$ cat config.mk
export PLATFORM = sky130hd
export DESIGN_NAME = counter_updn
export DESIGN_NICKNAME = d
export VERILOG_FILES = /design/src/rtl/counter_pkg.sv /design/src/rtl/edge_detect.sv /design/src/rtl/counter_updn.sv
export SDC_FILE = /design/constraint.sdc
export NUM_CORES = 1
export LEC_CHECK = 0
export ABC_CLOCK_PERIOD_IN_PS = 2100
export BUFFER_PORTS_ARGS = -buffer_cell sky130_fd_sc_hd__buf_2
export CORE_MARGIN = 1
export CORE_UTILIZATION = 36
export CTS_CLUSTER_SIZE = 24
export DETAILED_ROUTE_END_ITERATION = 8
export GPL_TIMING_DRIVEN = 0
export SLEW_MARGIN = 25
export SYNTH_ARGS = -nofsm -noshare
export SYNTH_HDL_FRONTEND = slang
export SYNTH_SLANG_ARGS = --single-unit
$ cat constraint.sdc
create_clock -name clk -period 2.1 [get_ports clk]
set_clock_uncertainty 0.2 [all_clocks]
set_input_delay 0.21 -clock clk [delete_from_list [all_inputs] [get_ports clk]]
set_output_delay 0.21 -clock clk [all_outputs]
set_load 0.02 [all_outputs]
$ cat src/rtl/counter_pkg.sv
// Shared encodings for the up/down counter: mode selectors and the per-cycle operation type.
package counter_pkg;

  localparam int unsigned MODE_WRAP  = 0;
  localparam int unsigned MODE_SAT   = 1;
  localparam int unsigned MODE_LEVEL = 0;
  localparam int unsigned MODE_EDGE  = 1;

  typedef enum logic [1:0] {
    OP_HOLD = 2'd0,
    OP_LOAD = 2'd1,
    OP_INC  = 2'd2,
    OP_DEC  = 2'd3
  } op_e;

  typedef struct packed {
    logic carry;
    logic borrow;
  } flags_t;

endpackage

$ cat src/rtl/edge_detect.sv
// Rising-edge detector: registers d every cycle and flags d high while its previous sample was low.
module edge_detect (
  input  logic clk,
  input  logic reset,
  input  logic d,
  output logic rise
);

  logic d_q;
  logic d_d;

  always_comb begin
    d_d = d;
  end

  always_ff @(posedge clk or posedge reset) begin
    if (reset) begin
      d_q <= 1'b0;
    end else begin
      d_q <= d_d;
    end
  end

  assign rise = d & ~d_q;

endmodule

$ cat src/rtl/counter_updn.sv
// Up/down counter with load, wrap or saturate at limits, edge or level counting,
// and registered carry/borrow pulses.
module counter_updn
  import counter_pkg::*;
#(
  parameter int unsigned      WIDTH     = 16,
  parameter logic [WIDTH-1:0] MAX_VAL   = {WIDTH{1'b1}},
  parameter int unsigned      SATURATE  = MODE_WRAP,
  parameter int unsigned      EDGE_MODE = MODE_EDGE
) (
  input  logic             clk,
  input  logic             reset,
  input  logic             en,
  input  logic             inc,
  input  logic             dec,
  input  logic             load,
  input  logic [WIDTH-1:0] load_val,
  output logic [WIDTH-1:0] count,
  output logic             carry,
  output logic             borrow,
  output logic             at_max,
  output logic             at_min
);

  localparam bit SAT_EN  = (SATURATE == MODE_SAT);
  localparam bit EDGE_EN = (EDGE_MODE == MODE_EDGE);

  logic [WIDTH-1:0] count_q, count_d;
  flags_t           flags_q, flags_d;
  logic             inc_rise, dec_rise;
  logic             inc_evt, dec_evt;
  op_e              op;

  edge_detect u_inc_edge (
    .clk   (clk),
    .reset (reset),
    .d     (inc),
    .rise  (inc_rise)
  );

  edge_detect u_dec_edge (
    .clk   (clk),
    .reset (reset),
    .d     (dec),
    .rise  (dec_rise)
  );

  // en masks only counting events; the edge history above keeps tracking regardless
  assign inc_evt = en & (EDGE_EN ? inc_rise : inc);
  assign dec_evt = en & (EDGE_EN ? dec_rise : dec);

  always_comb begin
    op = OP_HOLD;
    if (load) begin
      op = OP_LOAD;
    end else if (inc_evt && !dec_evt) begin
      op = OP_INC;
    end else if (dec_evt && !inc_evt) begin
      op = OP_DEC;
    end
  end

  always_comb begin
    count_d        = count_q;
    flags_d.carry  = 1'b0;
    flags_d.borrow = 1'b0;
    case (op)
      OP_LOAD: begin
        count_d = (load_val > MAX_VAL) ? MAX_VAL : load_val;
      end
      OP_INC: begin
        if (count_q == MAX_VAL) begin
          flags_d.carry = 1'b1;
          count_d       = SAT_EN ? MAX_VAL : '0;
        end else begin
          count_d = WIDTH'(count_q + 1'b1);
        end
      end
      OP_DEC: begin
        if (count_q == '0) begin
          flags_d.borrow = 1'b1;
          count_d        = SAT_EN ? '0 : MAX_VAL;
        end else begin
          count_d = WIDTH'(count_q - 1'b1);
        end
      end
      default: begin
        count_d = count_q;
      end
    endcase
  end

  always_ff @(posedge clk or posedge reset) begin
    if (reset) begin
      count_q <= '0;
      flags_q <= '0;
    end else begin
      count_q <= count_d;
      flags_q <= flags_d;
    end
  end

  assign count  = count_q;
  assign carry  = flags_q.carry;
  assign borrow = flags_q.borrow;
  assign at_max = (count_q == MAX_VAL);
  assign at_min = (count_q == '0);

endmodule
==> impl_metrics.csv <==
group,metric,value,unit
run_status,status,"complete, but fails checks",
run_status,violations,"setup timing",
layout,stdcell_count,373,
synthesis,synth_ff_type,"dfrtp_1",
layout,finalInstanceArea,2800,um2
clocking,cts_max_path_buffers,2,
global_route,grt_max_degree,21,
layout,layout_commonest_cell,"buf_2",
global_route,grt.total_usage,24.0,%
power_and_ir_drop,p_clk_share,18.1,%
worst_setup_path,ff2ff_path_depth,7,
worst_setup_path,startpoint_type,"flip-flop",
clocking,clkTransAtPathRegs,0.08,ns
detailed_routing,drt_iter0_markers,160,
floorplan,die_h,75.6,um
worst_setup_path,r2r_end,"count[15]",
clocking,cts_buffers,3,
detailed_routing,first_pass_iters,4,
timing,post-route-min-period,2.21,ns
power_and_ir_drop,leakage,1.19,nW
synthesis,syn-num-nets,251,
worst_setup_path,cp.required,1.69,ns
power_and_ir_drop,power_density,566,nW/um2
timing,finalSetupViolations,8,
clocking,cts-root-buf,"clkbuf_8",
detailed_routing,drtAntennaViolNets,0,
power_and_ir_drop,p_sw,672,uW
min_path,min_from,"load_val[5]",
place,place_inst,336,
job,max_cap_violations,0,
layout,fill_cells,479,
worst_setup_path,critPathCaptureType,"primary output",
clocking,clk_latency,0.27,ns
layout,diodes,0,
global_route,grt_pass1_wl,10100,um
power_and_ir_drop,power_frac_seq,31.2,%
detailed_routing,viasPerCell,5.61,
synthesis,yosysSeqAreaShare,25.6,%
synthesis,syn_area_per_cell,8.64,um2
timing,fin_ws,-0.112,ns
floorplan,die_area,5720,um2
synthesis,syn_area,1950,um2
min_path,hold_path_class,"input port to flip-flop",
global_route,grt-ovfl-total,0,
floorplan,num_rows,26,
power_and_ir_drop,peakVddDrop,277,uV
place,place_hpwl,4110,um
global_route,first_global_vias,2007,
synthesis,ys_seq_elements,20,
worst_setup_path,rr_startpoint,"count[5]",
floorplan,num_io_pins,42,
worst_setup_path,reg2reg_slack,-0.08,ns
detailed_routing,wl_per_cell,17.5,um
floorplan,start_util,37.7,%
place,port_buffers,40,
timing,slew_viol_final,0,
clocking,cts_htree_levels,1,
synthesis,ys_warn_count,0,
worst_setup_path,path_max_fanout,3,
timing,maxSlewHeadroom,46.4,%
place,dpl_cell_area,2260,um2
timing,hold_viol,0,
min_path,min_to,"count[5]",
worst_setup_path,max_stage_delay,0.53,ns
detailed_routing,drc,0,
layout,area_delta_synth_final,43.3,%
detailed_routing,vias,2092,
clocking,cts_tree,"yes",
timing,rsz0062_at_grt,"true",
place,routabilityCongestion,0.865,
worst_setup_path,crit_chain,"buf_6 -> or4_4 -> nor3_4 -> and2_4 -> buf_6",
worst_setup_path,cpMostUsedCell,"buf_6",
detailed_routing,wl,6530,um
synthesis,synth-edff-count,0,
worst_setup_path,cpMaxStageDelayCell,"or4_4",
layout,drive_gt1_share,47.5,%
layout,finalNetCount,329,
power_and_ir_drop,p_comb_share,50.8,%
worst_setup_path,path_buf_inv,2,
layout,final_cell_mix,"buf_2, buf_4, dfrtp_1, nand2_1, nor2_1",
clocking,cts_num_sinks,20,
power_and_ir_drop,switching_share,42.4,%
synthesis,yosysUniqueCellTypes,67,
worst_setup_path,critPathKind,"flip-flop to primary output",
synthesis,synthArstFlopShare,100,%
timing,fmax,452,MHz
synthesis,netlist_instances,226,
floorplan,coreArea,5170,um2
timing,worst_slew_pin_slew,0.803,ns
global_route,grt_antenna_before_repair,0,
timing,post-route-period-util,105,%
floorplan,die_x,75.6,um
worst_setup_path,crit_family,"simple AND/OR/NAND/NOR gates",
worst_setup_path,crit_arrival,1.80,ns
min_path,hold_depth,3,
power_and_ir_drop,intPower,912,uW
worst max path at each step:
stage                   start        to  slack [ns]  cells after the start
3_3_place_gp   u_inc_edge.d_q  count[9]       -0.21                      8
2_1_floorplan  u_inc_edge.d_q  count[4]       0.003                      8
5_1_grt              count[3]    at_min       -0.16                      5
4_1_cts              count[5]    at_min       -0.14                      6
6_report             count[3]    at_min       -0.11                      5
3_5_place_dp   u_inc_edge.d_q  count[9]       -0.21                      8
metal layers:
layer / GRT usage [%] / wire length [um] / vias up
li1: - / - / 994
met1: 32.0 / 3010 / 1004
met2: 39.1 / 3030 / 75
met3: 2.65 / 293 / 19
met4: 10.9 / 193 / 0
met5: 0 / 0 / -
power groups by stage:
stage	combinational [mW]	sequential, mW	clock (mW)
after floorplan	0.408	0.559	0
after CTS	0.726	0.487	0.297
after detailed placement	0.627	0.508	0
after global placement	0.626	0.505	0
after global routing	0.869	0.503	0.303
final	0.804	0.494	0.286
kinds of logic (layout without fill, tap and decap cells):
family,count (synthesis),in the layout,share of synthesized area [%]
flops,20,20,25.6
fa+ha+maj,3,3,1.92
mux,2,2,1.09
xor+xnor,12,12,5.38
compound gates,65,65,24.2
buf+inv,30,107,10.1
simple gates,94,94,31.7
what timing repair did:
item / 4_1_cts / 5_1_grt
gates cloned: 1 / 1
endpoints found under the hold margin: 27 / 0
endpoints found under the setup margin: 16 / 17
gates resized for setup: 20 / 30
buffers inserted: 18 / 9
hold buffers: 8 / 0
pin swaps: 11 / 26
worst min-delay path: cells and delay by family:
family | cells | cell delay [ns]
buffers and inverters | 1 | 0.08
AO/OA/AOI/OAI | 2 | 0.15
stage by stage:
step | utilization [%] | hold slack [ns] | total power, mW | setup WS (ns) | setup TNS, ns
after global routing | 54.1 | 0.0337 | 1.67 | -0.164 | -1.47
final | 54.1 | 0.00309 | 1.58 | -0.112 | -0.343
after CTS | 50.0 | 0.00716 | 1.51 | -0.136 | -0.217
after floorplan | - | -0.0263 | 0.966 | 0.00253 | 0
after detailed placement | 43.8 | 0.135 | 1.13 | -0.212 | -1.81
after global placement | 43.8 | 0.132 | 1.13 | -0.212 | -1.81
cell type report:
type	instances	area, um2	area share (%)
Sequential cell	20	504	18.0
Clock buffer	4	45.0	1.61
Multi-Input combinational cell	176	1430	51.2
Buffer	16	149	5.32
Inverter	10	40.0	1.43
Tap cell	70	87.6	3.13
Timing Repair Buffer	77	541	19.3
state kept, by name, indices dropped and copies added, names as in the netlist:
name	flops
borrow	1
count	16
carry	1
u_inc_edge.d_q	1
u_dec_edge.d_q	1
synthesized netlist by cell type (2+ instances only):
cell type | count | area [um2]
dfrtp_1 | 20 | 500
nor2_1 | 16 | 60.1
nand2_1 | 15 | 56.3
a21oi_1 | 10 | 50.1
inv_1 | 10 | 37.5
o21ai_0 | 9 | 45.0
nand3_1 | 8 | 40.0
buf_4 | 7 | 52.6
xnor2_1 | 7 | 61.3
nand4_1 | 6 | 37.5
buf_2 | 5 | 25.0
xor2_1 | 5 | 43.8
and2_1 | 4 | 25.0
buf_6 | 4 | 45.0
nor3_2 | 4 | 40.0
nor4_1 | 4 | 25.0
nor4_4 | 4 | 85.1
o21a_1 | 4 | 30.0
o31ai_1 | 4 | 30.0
a221oi_1 | 3 | 26.3
and3_1 | 3 | 18.8
ha_1 | 3 | 37.5
nand2_2 | 3 | 18.8
nand2b_1 | 3 | 18.8
nor2b_1 | 3 | 18.8
nor3_1 | 3 | 15.0
o211ai_1 | 3 | 22.5
o21ai_2 | 3 | 26.3
o221ai_1 | 3 | 26.3
o22ai_1 | 3 | 18.8
a211o_1 | 2 | 17.5
a21o_1 | 2 | 15.0
a221o_1 | 2 | 20.0
a22oi_1 | 2 | 15.0
a31oi_1 | 2 | 12.5
clkbuf_8 | 2 | 27.5
nor2_4 | 2 | 22.5
nor4b_1 | 2 | 17.5
o22a_1 | 2 | 17.5
or2_2 | 2 | 12.5
Note: power is estimated with default switching activity, not from simulation.
